--- config.mk ---
export PLATFORM = sky130hd
export DESIGN_NAME = fifo_write_ctrl
export DESIGN_NICKNAME = d
export VERILOG_FILES = /design/src/rtl/fifo_write_ctrl.sv
export SDC_FILE = /design/constraint.sdc
export NUM_CORES = 1
export LEC_CHECK = 0
export ABC_AREA = 0
export BUFFER_PORTS_ARGS = -buffer_cell sky130_fd_sc_hd__buf_4
export CAP_MARGIN = 20
export CELL_PAD_IN_SITES_DETAIL_PLACEMENT = 0
export CELL_PAD_IN_SITES_GLOBAL_PLACEMENT = 1
export CORE_AREA = 2 2 61 63
export CTS_CLUSTER_DIAMETER = 50
export DETAILED_ROUTE_END_ITERATION = 8
export DIE_AREA = 0 0 63 65
export GPL_ROUTABILITY_DRIVEN = 0
export PLACE_DENSITY_LB_ADDON = 0.1
export SLEW_MARGIN = 15
export SYNTH_ARGS = -nofsm -noshare
export SYNTH_HDL_FRONTEND = slang
export SYNTH_SLANG_ARGS = --single-unit
--- constraint.sdc ---
create_clock -name clk -period 4.2 [get_ports clk]
set_clock_uncertainty 0.1 [all_clocks]
set_input_delay 0.84 -clock clk [delete_from_list [all_inputs] [get_ports clk]]
set_output_delay 0.84 -clock clk [all_outputs]
set_load 0.005 [all_outputs]
--- src/rtl/fifo_write_ctrl.sv ---
// Write-side controller for a single-clock RAM FIFO: drives the RAM write port,
// tracks occupancy from read-side pop strobes and reports status/sticky errors.
module fifo_write_ctrl #(
    parameter int ADDR_W   = 4,
    parameter int DATA_W   = 8,
    parameter int AF_LEVEL = 14
) (
    input  logic              clk,
    input  logic              reset,
    input  logic              push,
    input  logic [DATA_W-1:0] wdata,
    input  logic              pop,
    input  logic              clr_err,
    output logic [ADDR_W-1:0] w_add,
    output logic              w_en,
    output logic [DATA_W-1:0] w_data,
    output logic [ADDR_W:0]   count,
    output logic              empty,
    output logic              full,
    output logic              almost_full,
    output logic              overflow,
    output logic              underflow
);

    localparam int              DEPTH   = 1 << ADDR_W;
    localparam logic [ADDR_W:0] DEPTH_C = DEPTH;
    localparam logic [ADDR_W:0] AF_C    = AF_LEVEL;
    localparam logic [ADDR_W:0] CNT_ONE = 1;
    localparam logic [ADDR_W:0] CNT_ZERO = 0;
    localparam logic [ADDR_W-1:0] PTR_ONE = 1;

    typedef enum logic [1:0] {
        S_EMPTY,
        S_PARTIAL,
        S_FULL
    } state_t;

    state_t              state_q, state_d;
    logic [ADDR_W-1:0]   wptr_q, wptr_d;
    logic [ADDR_W-1:0]   w_add_q, w_add_d;
    logic [DATA_W-1:0]   w_data_q, w_data_d;
    logic                w_en_q, w_en_d;
    logic [ADDR_W:0]     count_q, count_d;
    logic                af_q, af_d;
    logic                ovf_q, ovf_d;
    logic                udf_q, udf_d;
    logic                accept, pop_ok;

    // Status flags decode the registered state directly.
    assign empty       = (state_q == S_EMPTY);
    assign full        = (state_q == S_FULL);
    assign w_add       = w_add_q;
    assign w_en        = w_en_q;
    assign w_data      = w_data_q;
    assign count       = count_q;
    assign almost_full = af_q;
    assign overflow    = ovf_q;
    assign underflow   = udf_q;

    always_comb begin
        accept   = push && (!full || pop);
        pop_ok   = pop && !empty;
        wptr_d   = wptr_q;
        w_add_d  = w_add_q;
        w_data_d = w_data_q;
        w_en_d   = accept;
        count_d  = count_q;
        state_d  = state_q;

        if (accept) begin
            w_add_d  = wptr_q;
            w_data_d = wdata;
            wptr_d   = wptr_q + PTR_ONE;
        end

        if (accept && !pop_ok) begin
            count_d = count_q + CNT_ONE;
        end else if (pop_ok && !accept) begin
            count_d = count_q - CNT_ONE;
        end

        af_d = (count_d >= AF_C);

        // A set event wins over a clear sampled on the same edge.
        ovf_d = (push && !accept) ? 1'b1 : (clr_err ? 1'b0 : ovf_q);
        udf_d = (pop && !pop_ok)  ? 1'b1 : (clr_err ? 1'b0 : udf_q);

        case (state_q)
            S_EMPTY: begin
                if (count_d == DEPTH_C)       state_d = S_FULL;
                else if (count_d != CNT_ZERO) state_d = S_PARTIAL;
            end
            S_PARTIAL: begin
                if (count_d == DEPTH_C)       state_d = S_FULL;
                else if (count_d == CNT_ZERO) state_d = S_EMPTY;
            end
            S_FULL: begin
                if (count_d == CNT_ZERO)      state_d = S_EMPTY;
                else if (count_d != DEPTH_C)  state_d = S_PARTIAL;
            end
            default: state_d = S_EMPTY;
        endcase
    end

    always_ff @(posedge clk or posedge reset) begin
        if (reset) begin
            state_q  <= S_EMPTY;
            wptr_q   <= '0;
            w_add_q  <= '0;
            w_data_q <= '0;
            w_en_q   <= 1'b0;
            count_q  <= '0;
            af_q     <= 1'b0;
            ovf_q    <= 1'b0;
            udf_q    <= 1'b0;
        end else begin
            state_q  <= state_d;
            wptr_q   <= wptr_d;
            w_add_q  <= w_add_d;
            w_data_q <= w_data_d;
            w_en_q   <= w_en_d;
            count_q  <= count_d;
            af_q     <= af_d;
            ovf_q    <= ovf_d;
            udf_q    <= udf_d;
        end
    end

endmodule

==> run_results.csv <==
group,metric,value,unit
status,run_status,"finished clean",
grt,grt_max_degree,28,
layout,syn_to_final_growth,24.7,%
clock_network,ctsResizeCount,0,
timing,hold_viol_final,0,
setup_path,cp_data_arrival_time,2490,ps
synth,syn-cell-area,1360,µm²
synth,synth_cells,146,
detailed_routing,wl_per_cell,12.0,µm
timing,period_needed,2330,ps
detailed_routing,ant_nets,0,
clock_network,clk_latency,310,ps
synth,ys_seq_area_share,49.6,%
timing,setup_violations,0,
floorplanning,die_x,63,µm
timing,drv_slew,0,
layout,drive_above_1_share,26.0,%
clock_network,clk_pin_slew,140,ps
detailed_routing,drc,0,
clock_network,cts_tree,"yes",
floorplanning,start_util,38.9,%
layout,layout.cells.most_common,"nand2_1",
synth,synth_area_leaders,"dfrtp_1 (50%), nand2_1 (12%), ha_1 (2.8%)",
clock_network,post_cts_buffers,0,
power_and_ir_drop,power_frac_comb,41.9,%
detailed_routing,drt-total-wl,2700,µm
layout,final_nets,194,
detailed_routing,via_per_inst,4.82,
floorplanning,dieArea,4100,µm²
power_and_ir_drop,swShare,37.7,%
place,dp_cells,220,
layout,final_cell_mix,"nand2_1 (45), buf_4 (35), dfrtp_1 (27)",
timing,grt_setup_unrepaired,"no",
place,portBuffers,35,
detailed_routing,first_pass_iters,4,
power_and_ir_drop,clkPwrFrac,11.4,%
timing,worst_slew_pin_slew,655,ps
clock_network,h-tree-depth,1,
layout,finalNonFillerCells,225,
grt,grt_pass1_wl,4790,µm
synth,synth.avg_cell_area,9.32,µm²
floorplanning,io_pins,36,
synth,synth_edf_count,0,
power_and_ir_drop,intPower,591,µW
synth,synth_warnings,0,
grt,antenna_found_initial,0,
setup_path,worst-path-max-fanout,10,
place,preCtsSetupSlack,1650,ps
setup_path,cp-start-kind,"flip-flop",
place,dpl.hpwl,1970,µm
synth,synth_area_leader_cell,"dfrtp_1",
timing,fmax,430,MHz
grt,track_usage,14.6,%
clock_network,cts_root_buffer,"clkbuf_4",
power_and_ir_drop,power-per-cell-area,559,nW/µm²
timing,worst_slack,1870,ps
clock_network,postCtsHoldBufs,0,
clock_network,clock_path_buffers,2,
power_and_ir_drop,p_seq_share,46.7,%
setup_path,crit_required,4360,ps
setup_path,setup.worst_path.class,"flip-flop to flip-flop",
timing,finalCritPeriodShare,55.4,%
floorplanning,core_area,3500,µm²
synth,ys_ff_latch,27,
timing,tns,0,ps
timing,slew_headroom,56.3,%
synth,yosys.cell_types.count,41,
power_and_ir_drop,vdd_drop_max,0.251,mV
floorplanning,die_h,65,µm
detailed_routing,num_vias,1085,
floorplanning,rows,22,
synth,async_reset_ff_share,100,%
clock_network,numCtsBuffers,3,
detailed_routing,drt_iter0_drc,102,
setup_path,cp-end-kind,"flip-flop",
clock_network,cts.sinks,27,
synth,synthFlopType,"dfrtp_1",
power_and_ir_drop,p_sw,358,µW
layout,antenna_cells,0,
grt,grt_pass1_vias,1014,
min_path,min_path_type,"primary input to async pin",
grt,grt-ovfl-total,0,
job,drv_cap,0,
power_and_ir_drop,p_leak,0.863,nW
synth,syn-num-nets,162,
synth,synth_top_area_share,49.6,%
## layout make-up
cell class | count | area [µm²]
Clock buffer | 3 | 22.5
Clock inverter | 1 | 5.00
Fill cell | 363 | 1800
Inverter | 9 | 33.8
Multi-Input combinational cell | 101 | 611
Sequential cell | 27 | 676
Tap cell | 48 | 60.1
Timing Repair Buffer | 36 | 290
## cells in the mapped netlist, drive strengths merged, types with 3 or more instances
cell	count
a21oi	3
inv	9
nand2	45
nor2	4
clkbuf	3
xnor2	4
o21ai	4
nand4	3
buf	6
nand3	3
dfrtp	27
ha	3
## power groups by stage
stage	clock [mW]	sequential, mW	combinational, mW
final	0.109	0.443	0.397
after global routing	0.128	0.463	0.446
after CTS	0.116	0.444	0.403
after detailed placement	0	0.447	0.401
after global placement	0	0.449	0.392
after floorplan	0	0.410	0.277
## critical path, cell delays in order, from the launching register on
cell and delay [ps]:
dfrtp_1 550, inv_1 100, ha_1 390, or4bb_1 520, nand4_1 130, a22o_1 130
o21ai_1 90, and4bb_1 280
## logic make-up (layout without fill, tap and decap cells)
family | after synthesis | in the layout | share of synthesized area, %
XOR/XNOR | 6 | 6 | 3.86
AND/OR/NAND/NOR | 70 | 70 | 25.3
flip-flops | 27 | 27 | 49.6
AO/OA/AOI/OAI | 20 | 20 | 11.5
adder cells (fa/ha/maj) | 3 | 3 | 2.76
buffers and inverters | 18 | 49 | 5.51
multiplexers | 2 | 2 | 1.47
## registers in the layout, summed over array words and instances, names as in the netlist, 2 cells and up
signal   count
count        5
wptr_q       4
w_add        4
w_data       8
state_q      2
## metrics by stage
stage	util, %	area, µm²	power [mW]	hold WS [ps]
floorplan	-	1360	0.686	345
global placement	47.0	1640	0.841	366
detailed placement	47.0	1640	0.849	363
CTS	47.8	1670	0.963	396
global route	48.6	1700	1.04	373
finish	48.6	1700	0.949	392
## metal layers
| layer | share of wire (%) | routed length, µm | track usage (%) |
|---|---|---|---|
| met5 | 0 | 0 | 0 |
| met4 | 0.81 | 22 | 5.00 |
| met3 | 2.6 | 70 | 1.74 |
| met1 | 47 | 1270 | 20.1 |
| met2 | 50 | 1340 | 23.9 |
## worst paths after layout
kind / startpoint / endpoint / slack [ps] / cells past startpoint
setup / recovery: count[1]$_DFF_PP0_ / state_q[1]$_DFFE_PP0P_ / 1870 / 7
hold / removal: reset / w_add[2]$_DFFE_PP0P_ / 390 / 2
setup reg to reg: count[1]$_DFF_PP0_ / state_q[1]$_DFFE_PP0P_ / 1870 / 7
hold reg to reg: wptr_q[3]$_DFFE_PP0P_ / wptr_q[3]$_DFFE_PP0P_ / 390 / 1
max in group asynchronous: reset / wptr_q[2]$_DFFE_PP0P_ / 3190 / 3
min in group clk: wptr_q[3]$_DFFE_PP0P_ / wptr_q[3]$_DFFE_PP0P_ / 390 / 1
Note: power is estimated with default switching activity, not from simulation.
